--- src/rtl/mb_fetch_ctrl.sv ---
// rtl/mb_fetch_ctrl.sv - macroblock fetch controller (optional MB_FETCH_CTRL_PERF_EN stall counter)
module mb_fetch_ctrl #(
    parameter int HMACRO_CNT = 79,
    parameter int MB_ROWS    = 45,
    parameter int Y_WORDS    = 64,
    parameter int MB_WORDS   = 96
) (
    input  logic        clk,
    input  logic        rst_n,
    input  logic        buf_r_valid,
    output logic        buf_r_ready,
    output logic [6:0]  buf_r_addr,
    input  logic        buf_data_valid,
    input  logic [31:0] buf_data,
    input  logic        enc_start,
    output logic        enc_valid,
    input  logic        enc_ready,
    output logic [31:0] enc_data,
    output logic        enc_is_y,
    output logic        enc_last,
    output logic [6:0]  mb_x,
    output logic [5:0]  mb_y,
    output logic        frame_end,
    output logic        busy
`ifdef MB_FETCH_CTRL_PERF_EN
    ,
    output logic [15:0] perf_stall_cnt
`endif
);

    typedef enum logic [2:0] {
        S_IDLE,
        S_WAIT_BUF,
        S_WAIT_START,
        S_FETCH,
        S_DRAIN,
        S_RELEASE
    } state_t;

    localparam logic [6:0] LAST_ADDR = 7'(MB_WORDS - 1);
    localparam logic [6:0] Y_LIMIT   = 7'(Y_WORDS);
    localparam logic [6:0] LAST_X    = 7'(HMACRO_CNT);
    localparam logic [5:0] LAST_Y    = 6'(MB_ROWS - 1);

    state_t      state;
    logic [6:0]  issue_cnt;
    logic [6:0]  ret_cnt;
    logic        inflight;
    logic [31:0] fifo_data [4];
    logic [3:0]  fifo_y;
    logic [3:0]  fifo_last;
    logic [1:0]  wr_ptr;
    logic [1:0]  rd_ptr;
    logic [2:0]  fifo_cnt;

    logic        credit_ok;
    logic        issue;
    logic        push;
    logic        pop;
    logic        mb_done;
    logic        frame_done;

    // A read may only be issued when every outstanding word still has a FIFO slot;
    // a return with nothing in flight is a buffer fault and is dropped.
    always_comb begin
        credit_ok   = ({1'b0, fifo_cnt} + {3'b000, inflight}) < 4'd4;
        issue       = (state == S_FETCH) && buf_r_valid && credit_ok;
        push        = buf_data_valid && inflight;
        enc_valid   = (fifo_cnt != 3'd0);
        enc_data    = enc_valid ? fifo_data[rd_ptr] : 32'h0;
        enc_is_y    = enc_valid && fifo_y[rd_ptr];
        enc_last    = enc_valid && fifo_last[rd_ptr];
        pop         = enc_valid && enc_ready;
        buf_r_ready = issue;
        buf_r_addr  = issue ? issue_cnt : 7'd0;
        busy        = (state == S_FETCH) || (state == S_DRAIN);
        mb_done     = (state == S_DRAIN) && pop && enc_last;
        frame_done  = mb_done && (mb_x == LAST_X) && (mb_y == LAST_Y);
    end

    // Control FSM: stripe handshake, read sequencing and macroblock position.
    always_ff @(posedge clk) begin
        if (!rst_n) begin
            state     <= S_IDLE;
            issue_cnt <= 7'd0;
            mb_x      <= 7'd0;
            mb_y      <= 6'd0;
            frame_end <= 1'b0;
        end else begin
            frame_end <= frame_done;
            case (state)
                S_IDLE:       state <= S_WAIT_BUF;
                S_WAIT_BUF:   if (buf_r_valid) state <= S_WAIT_START;
                S_WAIT_START: begin
                    if (enc_start) begin
                        state     <= S_FETCH;
                        issue_cnt <= 7'd0;
                    end
                end
                S_FETCH: begin
                    if (issue) begin
                        issue_cnt <= issue_cnt + 7'd1;
                        if (issue_cnt == LAST_ADDR) state <= S_DRAIN;
                    end
                end
                S_DRAIN: begin
                    if (mb_done) begin
                        if (mb_x == LAST_X) begin
                            mb_x  <= 7'd0;
                            state <= S_RELEASE;
                            mb_y  <= (mb_y == LAST_Y) ? 6'd0 : mb_y + 6'd1;
                        end else begin
                            mb_x  <= mb_x + 7'd1;
                            state <= S_WAIT_START;
                        end
                    end
                end
                S_RELEASE:    if (!buf_r_valid) state <= S_WAIT_BUF;
                default:      state <= S_IDLE;
            endcase
        end
    end

    // Return tracking and FIFO occupancy; return index drives the Y/last tags.
    always_ff @(posedge clk) begin
        if (!rst_n) begin
            inflight <= 1'b0;
            ret_cnt  <= 7'd0;
            wr_ptr   <= 2'd0;
            rd_ptr   <= 2'd0;
            fifo_cnt <= 3'd0;
        end else begin
            if (issue)               inflight <= 1'b1;
            else if (buf_data_valid) inflight <= 1'b0;
            if ((state == S_WAIT_START) && enc_start) ret_cnt <= 7'd0;
            else if (push)                            ret_cnt <= ret_cnt + 7'd1;
            if (push) wr_ptr <= wr_ptr + 2'd1;
            if (pop)  rd_ptr <= rd_ptr + 2'd1;
            fifo_cnt <= fifo_cnt + {2'b00, push} - {2'b00, pop};
        end
    end

    // FIFO storage; contents are don't-care while the entry is empty.
    always_ff @(posedge clk) begin
        if (push) begin
            fifo_data[wr_ptr] <= buf_data;
            fifo_y[wr_ptr]    <= (ret_cnt < Y_LIMIT);
            fifo_last[wr_ptr] <= (ret_cnt == LAST_ADDR);
        end
    end

`ifdef MB_FETCH_CTRL_PERF_EN
    // Count FETCH cycles lost to the credit limit; restarts at each frame end.
    always_ff @(posedge clk) begin
        if (!rst_n || frame_done) begin
            perf_stall_cnt <= 16'h0;
        end else if ((state == S_FETCH) && buf_r_valid && !credit_ok &&
                     (perf_stall_cnt != 16'hFFFF)) begin
            perf_stall_cnt <= perf_stall_cnt + 16'h1;
        end
    end
`endif

endmodule

--- config.mk ---
export PLATFORM = sky130hd
export DESIGN_NAME = mb_fetch_ctrl
export DESIGN_NICKNAME = d
export VERILOG_FILES = /design/src/rtl/mb_fetch_ctrl.sv
export SDC_FILE = /design/constraint.sdc
export NUM_CORES = 1
export LEC_CHECK = 0
export BUFFER_PORTS_ARGS = -buffer_cell sky130_fd_sc_hd__buf_2
export CORE_ASPECT_RATIO = 0.75
export CORE_MARGIN = 2
export CORE_UTILIZATION = 40
export CTS_BUF_LIST = sky130_fd_sc_hd__clkbuf_4 sky130_fd_sc_hd__clkbuf_8
export CTS_CLUSTER_DIAMETER = 30
export DETAILED_ROUTE_END_ITERATION = 10
export HOLD_SLACK_MARGIN = 0.15
export PLACE_DENSITY = 0.56
export SLEW_MARGIN = 20
export SYNTH_ARGS = -nofsm -noshare
export SYNTH_HDL_FRONTEND = slang
export SYNTH_SLANG_ARGS = --single-unit
export TNS_END_PERCENT = 100
--- constraint.sdc ---
create_clock -name clk -period 3.3 [get_ports clk]
set_input_delay 0.165 -clock clk [delete_from_list [all_inputs] [get_ports clk]]
set_output_delay 0.165 -clock clk [all_outputs]
set_load 0.005 [all_outputs]
# == Word level (Yosys, flattened, before mapping) ==
# Memory sizes are Yosys's and may differ from the RTL's. A register that Yosys moved wholly into a read port is not among the register bits.
# Index checks and enable logic that the tools add are counted.
# W data, S select, Z words.
# totals
output_inout_bits,58
wordCells,94
ff_bits,47
mem_count,1
inputBits,38
ramBits,128
# memory_table
name,depth,word_bits,read_ports,rd_clocked_by_memory_dff,wr,line,text
fifo_data,4,32,1,1,1,49,logic [31:0] fifo_data [4];
# op_classes
bitwise_logic,1
muxes,29
reduce_logical,22
eq_ne,15
add_sub_neg,9
n_lt_le_gt_ge,5
# op_table
op,n
$mux W32,1
$mux W7,4
$add A7 B1 Y7 const B,3
$eq A7 B7 Y1 const B,3
$mux W3,7
$pmux W3 S6,1
$pmux W7 S2,1
$logic_and A1 B1 Y1,12
$ne A2 B2 Y1 const B,5
$bwmux W4,2
$lt A7 B7 Y1 const B,1
$mux W1,7
$add A6 B1 Y6 const B,1
$eq A3 B2 Y1 const B,2
$eq A3 B3 Y1 const B,2
$eq A6 B6 Y1 const B,1
$lt A2 B3 Y1 const B,2
$mux W6,1
$reduce_and A3 Y1,2
$reduce_and A6 Y1,1
$add A2 B1 Y2 const B,2
$add A3 B1 Y4,1
$bmux W1 S2,2
$lt A4 B3 Y1 const B,1
other kinds (14),16

# == Logic depth before layout (Yosys ltp) ==
# logic_depth
depth_word,6
mapped_depth,8

# == Worst setup path before layout ==
# OpenSTA, ideal clock, no wires.
# synth_path
path_type,register to register
start,reg fifo_cnt[1]
end,reg fifo_cnt[2]
path_stages_with_launch,9
arrival_time_ps,1768
t_required_ps,3172
n_path_buf,1
synth_period_minus_slack_ps,1896
setup_slack_ps,1404
setup_time_ps,128
path_cell_list,dfxtp_1 -> o31a_1 -> clkbuf_1 -> xnor2_1 -> ha_1 -> inv_1 -> fa_1 -> xnor2_1 -> nor2_1
# synth_via
elab_chain_cells,3
word_cells_on_any_way,4
cone_classes,add/sub: 2; reduce/logical: 2
# synth_rtl
element,line,text
"start, declared",54,logic [2:0] fifo_cnt;
"start signal, assigned",139,"fifo_cnt <= fifo_cnt + {2'b00, push} - {2'b00, pop};"
branches (longest 2 deep; another with $add A3 B1 Y3),-,
$sub A3 B1 Y3 *,139,
# Mark *: on every way between the ends.
# A chain may end at the register's enable or synchronous reset.

==> impl_results.md <==
* Max stage delay on crit path at approximately 0.66 ns
* Crit path max fanout at 20
* Nets at 670
* Htree depth at 4
* Reg2Reg Launch Point: fifo_cnt[1]$_SDFF_PN0_
* Fin cells at 880
* Overall routing resource usage at between 15 and 20%
* DRC violations left at 0
* Initial DRC count at 334
* Buffers on Ports at 95
* Post-synth top area share at a little under three fifths
* Vias per std cell at approximately 5.0
* GR Overflow Total at 0
* Cells after Synth at slightly below 500
* First-pass GRT wire length at roughly 23 mm
* Core area at 18290 µm²
* Clock tree sinks at roughly 180
* Min-delay src: enc_start
* Placement row count at 43
* Worst min-delay path class: in2reg
* Max cap viols at 0
* Slew HR at a little over a third
* Critical path's slowest cell: dfxtp_2
* Final ANT Viol Nets at 0
* Post-synthesis average cell area at 15.11 µm²
* Met3 Track Usage GR at between 3 and 4%
* Worst Setup End Kind: output pin
* Fin. max-slew vios at 0
* Syn_nets at around 540
* Setup Buffers After CTS at 0
* Final Critical Period at between 2 and 2.5 ns
* GRT met1 Usage at between 20% and 30%
* Syn Std Cell Area at between 7000 and 8000 µm²
* Dpl hpwl at about 9.3 mm
* RePlAce Congestion at 0.7960
* Clock buffer count from CTS at 17
* CTS root buffer: clkbuf_8
* Die Y at 121.7 µm
* Post-synth top area cell: edfxtp_1
* First-pass iteration count of the detailed router at 4
* Largest net degree at the start of global routing at 35
* Vias at between 4000 and 5000
* Share of cells above drive strength 1 at between 20 and 30%
* CTS max path bufs at 2
* EDFF count, synth at between 100 and 150
* Final setup fails at 0
* Clk_lat worst skew at 0.45 ns
* Yosys warns at 0
* Post-synth ARST share at 0%
* Predominant post-synthesis flop cell: edfxtp_1
* Outcome: completed
* WS Path Type: reg2out
* Busiest grt layer: met2
* Worst Clk Skew at 0.02096 ns
* Final hold vios at 0
* TritonCTS clock tree: built
* Worst-path clk slew at 0.10 ns
* Crit path required time at 3.13 ns
* Fin util at between 40% and 50%
* Crit share post-route at 71.86%
* Dpl cells at around 800
* Worst setup SP type: flip-flop
* Initial core utilization at slightly above 40%
* FMAX at between 400 and 500 MHz
* Number of synthesized register bits at between 150 and 200
* Vias in the first global route at roughly 4400
* Post-synthesis cell type count at 56
* IO Count at 96
* Worst slew pin tran at 0.9660 ns
* Met2 global-route usage at roughly 25%
* Chip Width at ~160 µm
* Leak pwr at around 3.1 nW
* Sequential area share after synthesis at between 60% and 70%
* Synth-to-layout area growth at 20.16%
* Post-route setup TNS at 0 ns
* Pwr per Cell Area at ~600 nW/µm²
* Maximum vdd drop at ~0.28 mV
* Drt total wl at roughly 15 mm
* RSZ-0062 raised after global routing: no
* Top post-synthesis cells by area: edfxtp_1, dfxtp_1, mux4_2
* Crit path arrival time at around 2.2 ns
* Initial antenna violation count at 1
* DR WL/cell at approximately 17 µm
* CP Cell Sequence: buf_12 > mux4_2 > nor2b_1 > buf_2
* Die area at 19580 µm²
-- metrics by stage --
stage / instance area [µm²] / power (mW) / hold slack [ns] / setup WS [ns]
floorplan: 7387 / 3.500 / 0.2639 / 1.404
global route: 8876 / 5.736 / 0.2141 / 0.7651
global placement: 8130 / 4.026 / 0.3748 / 1.344
CTS: 8874 / 5.515 / 0.1949 / 0.8498
detailed placement: 8130 / 4.039 / 0.3833 / 1.276
finish: 8876 / 5.445 / 0.2179 / 0.9285
-- state kept, by name, indices dropped and copies added (netlist names), named ones only --
register	cells
fifo_cnt	3
fifo_data	128
fifo_last	4
fifo_y	4
frame_end	1
inflight	1
issue_cnt	7
mb_x	7
mb_y	6
rd_ptr	2
ret_cnt	7
state	3
wr_ptr	2
-- cell usage in the layout, fill, tap and decap left out, drive strengths merged, types with 15 or more instances in the layout --
cell type,n
dfxtp,41
edfxtp,136
inv,16
a21oi,16
and3,15
buf,99
nor2b,41
clkbuf,19
mux4,34
dlygate4sd3,36
nand2,25
nor2,23
-- path summary, 6_finish.rpt --
path,endpoint,slack [ns],depth (start not counted)
max reg2reg,inflight$_SDFFE_PN0P_,1.12,7
max,enc_data[1],0.93,4
min,state[0]$_SDFFE_PN0P_,0.22,4
min reg2reg,wr_ptr[1]$_SDFFE_PN0P_,0.50,2
-- synthesized netlist by cell type, types with 5 or more instances --
library cell and n:
nor3_1 9, dfxtp_1 41, nand3_1 11, xor2_1 9, o21ai_0 5, and2_1 7
nor2b_1 41, o31ai_1 5, nand4_1 9, inv_1 12, and3_1 15, clkbuf_1 14
nor2_1 23, edfxtp_1 136, buf_2 5, ha_1 11, a21oi_1 16, mux4_2 34
xnor2_1 7, nand2_1 25
-- kinds of logic after synthesis --
family / count (synthesis) / synth area share, %
buffers and inverters: 36 / 1.965
AOI/OAI and AO/OA: 47 / 4.218
adders and majority gates: 12 / 2.134
muxes: 37 / 10.77
DFF: 177 / 66.40
xor gates and xnor gates: 16 / 1.897
and+or+nand+nor: 164 / 12.62
-- timing repair --
item	4_1_cts	5_1_grt
gates resized for setup	0	0
hold endpoints to repair	136	0
hold buffers	36	0
-- metal layers --
metal  share of wire [%]  routed length [µm]
met2                  46                6808
met1                  48                7086
met4                 1.1                 158
met3                 4.4                 648
met5                   0                   0
-- layout make-up --
cell class	instances	area (µm²)
clock buffer	19	249.0
inverter	13	48.80
sequential	177	4907
timing repair buffer	135	878.3
multi-input combinational	276	2347
antenna	1	2.502
tap	247	309.0
clock inverter	12	133.9
fill	1616	9417
-- where the power goes --
group,switching [mW],total (mW),internal [mW]
logic,0.659,1.38,0.717
clock network,0.768,1.46,0.690
registers,0.159,2.61,2.45
-- worst max-delay path, delay by kind of cell, from the launching register on --
kind	cells	cell delay (ns)
flip-flops	1	0.66
AND/OR/NAND/NOR	1	0.17
multiplexers	1	0.51
buffers and inverters	2	0.41
Power figures use the tool's default switching activity.
